===== config.mk =====
export PLATFORM = sky130hd
export DESIGN_NAME = medio_sumador_sync
export DESIGN_NICKNAME = d
export VERILOG_FILES = /design/src/rtl/medio_sumador_sync.sv
export SDC_FILE = /design/constraint.sdc
export NUM_CORES = 1
export LEC_CHECK = 0
export ABC_AREA = 1
export CORE_MARGIN = 5
export CORE_UTILIZATION = 42
export DETAILED_ROUTE_END_ITERATION = 10
export HOLD_SLACK_MARGIN = 0.06
export MAX_ROUTING_LAYER = met4
export PLACE_DENSITY = 0.75
export SYNTH_ARGS = -nofsm -noshare
export SYNTH_HDL_FRONTEND = slang
export SYNTH_SLANG_ARGS = --single-unit

===== constraint.sdc =====
create_clock -name clk -period 3.5 [get_ports clk]
set_input_delay 1.05 -clock clk [delete_from_list [all_inputs] [get_ports clk]]
set_output_delay 1.05 -clock clk [all_outputs]
set_load 0.005 [all_outputs]

===== src/rtl/medio_sumador_sync.sv =====
// Multi-lane clocked half adder: per-lane sum/carry with registered outputs,
// a valid qualifier, and a saturating tally of cycles that produced any carry.
module medio_sumador_sync #(
    parameter int WIDTH = 1,
    parameter int CNT_W = 8
) (
    input  logic             clk,
    input  logic             rst,
    input  logic             in_valid,
    input  logic [WIDTH-1:0] A,
    input  logic [WIDTH-1:0] B,
    input  logic             cnt_clr,
    output logic             out_valid,
    output logic [WIDTH-1:0] S,
    output logic [WIDTH-1:0] Cout,
    output logic [WIDTH-1:0] S_comb,
    output logic [WIDTH-1:0] Cout_comb,
    output logic [CNT_W-1:0] carry_cnt,
    output logic             cnt_sat
);

    localparam logic [CNT_W-1:0] CNT_MAX = '1;

    logic [WIDTH-1:0] s_q, s_d;
    logic [WIDTH-1:0] cout_q, cout_d;
    logic             valid_q, valid_d;
    logic [CNT_W-1:0] cnt_q, cnt_d;

    assign S_comb    = A ^ B;
    assign Cout_comb = A & B;

    always_comb begin
        s_d     = s_q;
        cout_d  = cout_q;
        valid_d = in_valid;
        cnt_d   = cnt_q;
        if (in_valid) begin
            s_d    = S_comb;
            cout_d = Cout_comb;
        end
        // Clear beats increment; one count per cycle no matter how many lanes carry.
        if (cnt_clr) begin
            cnt_d = '0;
        end else if (in_valid && (|Cout_comb) && (cnt_q != CNT_MAX)) begin
            cnt_d = cnt_q + 1'b1;
        end
    end

    always_ff @(posedge clk or posedge rst) begin
        if (rst) begin
            s_q     <= '0;
            cout_q  <= '0;
            valid_q <= 1'b0;
            cnt_q   <= '0;
        end else begin
            s_q     <= s_d;
            cout_q  <= cout_d;
            valid_q <= valid_d;
            cnt_q   <= cnt_d;
        end
    end

    assign S         = s_q;
    assign Cout      = cout_q;
    assign out_valid = valid_q;
    assign carry_cnt = cnt_q;
    assign cnt_sat   = (cnt_q == CNT_MAX);

endmodule


# After elaboration in Yosys (flattened, before gate mapping)
# Index checks and enable logic that the tools add are counted.
# word_totals
reg_bits	11
inputBits	6
wordCells	14
# classes
add_sub_neg	1
n_eq_ne	2
muxes	2
n_bitwise	2
reduce_logical	3
# ops
operator	n
8-bit two-way mux	2
8-bit by 1-bit adder with 8-bit output (second input constant)	1
8-bit == test (second input constant)	1
8-bit inequality test (second input constant)	1
1-bit logical AND	2
2-bit nonzero test	1
1-bit bitwise AND	1
1-bit bitwise XOR	1

# Longest topological paths before layout
# Gate-level depths: netlist of run 1.
# depth
ltp_word	5
ltp_mapped	8
depth_no_buf	8

# Worst setup path before layout of run 1
# Ideal clock, no wire load.
# synth_path
path_kind	input -> output
startpoint	input A
endpoint	output S_comb
arrival_time_ns	1.341
required_ns	2.450
slack_ns	1.109
cell_stages	1
n_path_buf	0
cell_sequence	ha_1
# synth_between
elab_chain_cells	1
# synth_rtl
item	line	source
start: declaration	10	input logic [WIDTH-1:0] A,
1-bit bitwise XOR	29	assign S_comb = A ^ B;
end: declaration	16	output logic [WIDTH-1:0] S_comb,
# Every way passes these cells.

# Worst setup path after layout of run 1
# Ends and elaborated chain as after synthesis.

==> flow_summary_export.csv, run 1 <==
group,metric,value,unit
status,outcome,"finished clean",
synthesis,ys_seq_area_share,42.0,%
power_and_ir_drop,ir_worst_vdd,0.193,mV
drt,drt_wl_total,1490,um
placed_design,gp_congestion,0.825,
synthesis,synth_nets,90,
sta,fmax,0.301,GHz
drt,routed-via-count,601,
clocking,tritoncts,"yes",
power_and_ir_drop,p_leak,0.000395,uW
setup_path,start_kind,"input port",
die,fp.dieH,49.5,um
sta,rsz0062_at_grt,"false",
finish,final_cell_mix,"nand2_1, clkdlybuf4s50_1, dfrtp_1, nor2_1, nand3_1",
drt,drt-pass1-iter-count,4,
setup_path,max_stage_delay,510,ps
synthesis,ys_ff_latch,11,
setup_path,cp_max_fo,2,
die,start_util,44.0,%
clocking,postCtsSetupRepairBufs,0,
finish,final_core_util,59.4,%
drt,drtIter0Drc,11,
clocking,holdBufCountCts,0,
sta,slew_viol_final,0,
finish,fill_cells,140,
setup_path,worstPathRequired,2450,ps
setup_path,crit_path_frequent_cell,"clkdlybuf4s50_1",
global_routing,grt_max_degree,12,
placed_design,io_buffers,19,
setup_path,critPathSlowestCell,"clkdlybuf4s50_1",
synthesis,synth_area_per_cell,8.00,sq um
global_routing,overflow,0,
sta,finalCritPeriodShare,94.8,%
sta,tns,0,ps
drt,drcViolationCount,0,
synthesis,syn-cell-area,656,sq um
sta,hold_viol,0,
finish,antennaDiodeCount,0,
die,rows,14,
clocking,cts_inserted_buffers,3,
setup_path,cp-end-kind,"output port",
drt,wire_per_inst,12.4,um
synthesis,synth.yosys.warnings,0,
clocking,root_buffer,"clkbuf_4",
setup_path,path_cells,"clkdlybuf4s50_1, ha_1, clkdlybuf4s50_1",
clocking,clkTransAtPathRegs,70,ps
clocking,htree_levels,1,
global_routing,grt_first_pass_wirelength,2530,um
finish,syn_to_final_growth,34.9,%
sta,fin_skew,1.22,ps
placed_design,post-dp-hpwl,1150,um
finish,drive_gt1_share,11.5,%
drt,route.antenna.remaining_nets,0,
setup_path,crit_buf_inv,2,
setup_path,critPathTopFamily,"buffers and inverters",
global_routing,antenna_found_initial,0,
die,die_w,49.5,um
sta,relSlewSlack,72.9,%
clocking,cts_sinks,11,
global_routing,track_usage,13.8,%
die,core_area,1490,sq um
setup_path,critical_path_class,"in -> out",
setup_path,crit_arrival,2270,ps
power_and_ir_drop,power.density,291,nW/um^2
die,pin_count,20,
sta,finalCriticalPeriod,3320,ps
synthesis,postSynthCellCount,82,
worst_hold_path,hp-class,"reg -> reg",
clocking,cts_resized,0,
run,maxCapViolCount,0,
synthesis,synth.distinct_cells,20,
die,dieArea,2450,sq um
sta,finalSetupViolCount,0,
clocking,clk_path_buf_depth,2,
drt,vias_per_cell,5.01,
global_routing,grt_pass1_vias,579,
clocking,insertion_delay,270,ps
sta,tightest_slew,406,ps
finish,fin_nets,113,
==> metrics by stage <==
stage	cells	area, sq um	setup slack, ps	hold WS (ps)	power [uW]
floorplan	82	656	1110	505	151
global placement	116	858	212	501	170
detailed placement	116	858	171	497	171
finish	120	885	180	514	258
CTS	120	885	165	513	260
global route	120	885	120	550	272
==> registers in the layout (all words and copies together) (netlist names) <==
signal     count
Cout           1
S              1
carry_cnt      8
out_valid      1
==> cells in the mapped netlist <==
library cell / n / share of area (%)
nand4_1: 2 / 1.9
inv_1: 9 / 5.2
mux2_2: 1 / 1.7
o21ai_2: 1 / 1.3
buf_4: 1 / 1.1
nand2_8: 1 / 3.1
nand2_2: 2 / 1.9
xor2_1: 1 / 1.3
ha_1: 2 / 3.8
nor2_4: 2 / 3.4
nand3_1: 11 / 8.4
nor2_2: 1 / 0.95
nor3_1: 1 / 0.76
o21bai_1: 1 / 1.1
o21ai_0: 3 / 2.3
nand2_1: 19 / 11
nor2_1: 11 / 6.3
dfrtp_1: 11 / 42
o21ai_1: 1 / 0.76
nand2_4: 1 / 1.7
==> metal layers <==
layer	track usage, %	share of wire (%)
met4	9.17	2.6
met2	20.8	48
met5	-	0
met3	3.61	7.2
met1	16.0	42
==> power by group <==
group / switching (uW) / internal, uW
clock network: 45.0 / 44.2
registers: 2.51 / 131
logic: 15.4 / 19.5
==> kinds of logic after synthesis <==
group                      synth area share [%]
buffers and inverters                      6.30
xor gates and xnor gates                   1.34
AOI/OAI and AO/OA                          5.53
and+or+nand+nor                            39.3
muxes                                      1.72
adders and majority gates                  3.82
DFF                                        42.0
==> final timing paths <==
check | from | endpoint | cells after the start | slack (ps)
max in group asynchronous | rst | carry_cnt[7] | 2 | 2160
min reg2reg | S | S | 1 | 510
max | A | S_comb | 3 | 180
max reg2reg | carry_cnt[0] | carry_cnt[4] | 6 | 2130
min | S | S | 1 | 510
min in group asynchronous | rst | carry_cnt[1] | 2 | 1060
==> cell type report <==
class | instances | area, sq um | area share [%]
clock buffers | 4 | 26.3 | 2.97
inverters | 9 | 33.8 | 3.82
multi-input cells | 61 | 339 | 38.3
flip-flops and latches | 11 | 275 | 31.1
well taps | 16 | 20.0 | 2.26
repair buffers | 19 | 190 | 21.5
Note: power is estimated with default switching activity, not from simulation.
==> run 2, diff against run 1 <==
- CTS_BUF_LIST: not set -> sky130_fd_sc_hd__clkbuf_2
- REMOVE_ABC_BUFFERS: not set -> 1
==> flow_summary_export.csv, run 2 (synthesis gave the netlist of run 1 again) <==
group,metric,value,unit
status,outcome,"finished clean",
sta,relSlewSlack,70.0,%
global_routing,track_usage,14.4,%
sta,slew_viol_final,0,
drt,drtIter0Drc,6,
setup_path,worstPathRequired,2450,ps
sta,finalCritPeriodShare,94.1,%
die,pin_count,20,
finish,final_cell_mix,"nand2_1, clkdlybuf4s50_1, dfrtp_1, nor2_1, nand3_1",
sta,fin_skew,15.1,ps
global_routing,grt_pass1_vias,616,
setup_path,path_cells,"clkdlybuf4s50_1, ha_1, clkdlybuf4s50_1",
setup_path,start_kind,"input port",
clocking,cts_inserted_buffers,3,
die,dieArea,2450,sq um
setup_path,cp_max_fo,2,
power_and_ir_drop,ir_worst_vdd,0.199,mV
finish,fill_cells,132,
setup_path,max_stage_delay,500,ps
clocking,cts_sinks,11,
finish,fin_nets,113,
global_routing,grt_max_degree,12,
drt,vias_per_cell,5.09,
drt,routed-via-count,611,
global_routing,overflow,0,
global_routing,grt_first_pass_wirelength,2680,um
sta,finalCriticalPeriod,3290,ps
run,maxCapViolCount,0,
finish,syn_to_final_growth,34.0,%
placed_design,dp_cells,116,
die,start_util,44.0,%
clocking,clkTransAtPathRegs,130,ps
sta,tightest_slew,450,ps
power_and_ir_drop,power.density,278,nW/um^2
setup_path,crit_path_frequent_cell,"clkdlybuf4s50_1",
clocking,cts_resized,0,
setup_path,critPathSlowestCell,"clkdlybuf4s50_1",
die,fp.dieH,49.5,um
finish,drive_gt1_share,12.5,%
worst_hold_path,hp-class,"reg -> reg",
sta,hold_viol,0,
sta,fmax,0.304,GHz
sta,tns,0,ps
die,die_w,49.5,um
finish,antennaDiodeCount,0,
die,rows,14,
drt,drt-pass1-iter-count,4,
drt,route.antenna.remaining_nets,0,
clocking,postCtsSetupRepairBufs,0,
clocking,root_buffer,"clkbuf_2",
clocking,insertion_delay,260,ps
finish,stdcell_count,120,
placed_design,gp_congestion,0.824,
sta,rsz0062_at_grt,"false",
placed_design,post-dp-hpwl,1190,um
setup_path,critical_path_class,"in -> out",
sta,finalSetupViolCount,0,
finish,largest_reg_flops,8,
power_and_ir_drop,p_leak,0.000397,uW
drt,wire_per_inst,12.9,um
clocking,tritoncts,"yes",
global_routing,antenna_found_initial,0,
die,core_area,1490,sq um
clocking,clk_path_buf_depth,2,
clocking,htree_levels,1,
drt,drcViolationCount,0,
setup_path,crit_arrival,2240,ps
clocking,holdBufCountCts,0,
placed_design,io_buffers,19,
drt,drt_wl_total,1550,um
setup_path,cp-end-kind,"output port",
run 2: critical path, delay by kind of cell:
| kind | cells | cell delay [ps] |
|---|---|---|
| adder cells (fa/ha/maj) | 1 | 290 |
| buffers and inverters | 2 | 910 |
run 2: final timing paths:
kind                              startpoint      endpoint  slack, ps  cells after the start
worst max-delay path                       A        S_comb        210                      3
worst min-delay path                       S             S        530                      1
worst max register to register  carry_cnt[1]  carry_cnt[2]       2110                      8
worst min register to register             S             S        530                      1
max in group asynchronous                rst  carry_cnt[2]       2110                      2
min in group asynchronous                rst             S       1070                      2
run 2: report_power, final:
part,switching (uW),leakage [uW],internal [uW]
clock,45.2,0.0000166,30.3
sequential,2.46,0.000148,131
combinational,15.4,0.000232,19.4
run 2: cell type report:
type / instances / area (sq um) / area share, %
Tap cell: 16 / 20.0 / 2.28
Sequential cell: 11 / 275 / 31.3
Timing Repair Buffer: 19 / 190 / 21.7
Multi-Input combinational cell: 61 / 339 / 38.6
Inverter: 9 / 33.8 / 3.85
Clock buffer: 4 / 20.0 / 2.28
run 2: through the flow:
step	power [uW]	utilization, %	worst slack, ps	instance area [sq um]	hold WS [ps]
after detailed placement	171	57.6	200	858	496
after global placement	171	57.6	215	858	505
final	244	59.0	206	878	527
after global routing	254	59.0	160	878	548
after floorplan	150	-	1110	648	505
after CTS	244	59.0	197	878	523
run 2: routing by layer:
metal  global-route usage (%)  part of all wire (%)
met5                        -                     0
met4                     5.24                   1.9
met3                     3.31                   6.2
met2                     24.0                    49
met1                     16.8                    43
==> run 3, diff against run 2 <==
- CORE_UTILIZATION: 42 -> 50
- PLACE_DENSITY: 0.75 -> 0.87
==> flow_summary_export.csv, run 3 (synthesis gave the netlist of run 1 again) <==
group,metric,value,unit
power_and_ir_drop,seq_power_share,55.0,%
clocking,htree_levels,1,
finish,drive_gt1_share,12.5,%
global_routing,overflow,0,
setup_path,critPathSlowestCell,"clkdlybuf4s50_1",
finish,fin_nets,113,
setup_path,r2r_start,"carry_cnt[1]",
finish,multiInputGateArea,339,sq um
status,outcome,"finished clean",
setup_path,path_cells,"clkdlybuf4s50_1, ha_1, clkdlybuf4s50_1",
global_routing,antenna_found_initial,0,
clocking,holdBufCountCts,0,
setup_path,cp_max_fo,2,
drt,drt-pass1-iter-count,4,
worst_hold_path,hp-class,"reg -> reg",
power_and_ir_drop,switching_share,25.7,%
setup_path,crit_path_frequent_cell,"clkdlybuf4s50_1",
sta,rsz0062_at_grt,"false",
power_and_ir_drop,power.internal,181,uW
power_and_ir_drop,combPwrFrac,14.0,%
drt,drtIter0Drc,19,
clocking,cts_resized,0,
die,core_area,1270,sq um
placed_design,post-dp-hpwl,1090,um
drt,drcViolationCount,0,
setup_path,critical_path_class,"in -> out",
finish,final_cell_mix,"nand2_1, clkdlybuf4s50_1, dfrtp_1, nor2_1, nand3_1",
worst_hold_path,min_from,"S",
setup_path,max_stage_delay,500,ps
placed_design,gp_congestion,0.827,
drt,vias_per_cell,4.98,
setup_path,start_kind,"input port",
finish,antennaDiodeCount,0,
power_and_ir_drop,switchingPower,62.5,uW
die,start_util,51.7,%
clocking,cts_inserted_buffers,3,
sta,finalCritPeriodShare,94.3,%
drt,route.antenna.remaining_nets,0,
sta,fin_skew,6.57,ps
power_and_ir_drop,p_leak,0.000397,uW
sta,hold_viol,0,
sta,slew_viol_final,0,
die,rows,13,
run,maxCapViolCount,0,
finish,syn_to_final_growth,33.8,%
finish,largest_reg_flops,8,
setup_path,cp-end-kind,"output port",
power_and_ir_drop,pwr-share-clk,31.0,%
clocking,clkTransAtPathRegs,120,ps
finish,seq_area,275,sq um
die,pin_count,20,
drt,routed-via-count,593,
sta,tns,0,ps
setup_path,crit_arrival,2250,ps
clocking,clk_path_buf_depth,2,
clocking,insertion_delay,270,ps
global_routing,track_usage,16.4,%
sta,tightest_slew,433,ps
global_routing,grt_pass1_vias,568,
clocking,postCtsSetupRepairBufs,0,
power_and_ir_drop,ir_worst_vdd,0.262,mV
setup_path,cp-startpoint,"A",
die,die_w,46.2,um
global_routing,grt_first_pass_wirelength,2440,um
placed_design,placed_area,857,sq um
placed_design,io_buffers,19,
setup_path,worstPathRequired,2450,ps
sta,fmax,0.303,GHz
drt,wire_per_inst,11.7,um
clocking,tritoncts,"yes",
finish,final_area,877,sq um
sta,finalCriticalPeriod,3300,ps
drt,drt_wl_total,1390,um
die,fp.dieH,46.2,um
finish,fill_cells,115,
sta,finalSetupViolCount,0,
clocking,root_buffer,"clkbuf_2",
global_routing,grt_max_degree,12,
die,dieArea,2140,sq um
power_and_ir_drop,power.density,277,nW/um^2
sta,relSlewSlack,71.1,%
clocking,cts_sinks,11,
## run 3: cell counts in the layout (fill, tap and decap cells not counted)
Identical to the previous run, type by type.
## run 3: cell type report
type / instances / share of cell area, %
well taps: 15 / 2.14
multi-input cells: 61 / 38.7
clock buffers: 4 / 2.28
flip-flops and latches: 11 / 31.4
repair buffers: 19 / 21.7
inverters: 9 / 3.85
## run 3: critical path: cells and delay by family
family | cells | cell delay, ps
buffers and inverters | 2 | 910
adder cells (fa/ha/maj) | 1 | 290
## run 3: path summary, 6_finish.rpt
check | end | slack, ps | cells after the start
worst max-delay path | S_comb | 200 | 3
min in group asynchronous | S | 1060 | 2
worst min register to register | S | 520 | 1
worst min-delay path | S | 520 | 1
worst max register to register | carry_cnt[2] | 2130 | 8
max in group asynchronous | carry_cnt[0] | 2130 | 2
## run 3: layer usage
layer,global-route usage (%),routed length (um),vias up,share of wire [%]
met1,19.5,619,270,44
met3,4.69,74,2,5.3
met4,5.11,10,0,0.72
met2,26.6,687,13,49
met5,-,0,-,0
li1,-,-,308,-
## run 3: through the flow
step	setup WS, ps	std cells	utilization [%]	hold WS, ps	total power [uW]
3_5_place_dp	200	115	67.6	505	171
4_1_cts	194	119	69.1	532	243
3_3_place_gp	210	115	67.6	499	170
5_1_grt	153	119	69.1	580	253
6_report	199	119	69.1	524	243
2_1_floorplan	1110	81	-	505	150
## run 3: power by group through the flow
stage	combinational [uW]	clock [uW]	sequential, uW
after CTS	34.7	74.9	134
after floorplan	13.5	0	136
final	34.0	75.5	134
after detailed placement	34.4	0	136
after global placement	34.0	0	136
after global routing	38.2	80.6	135
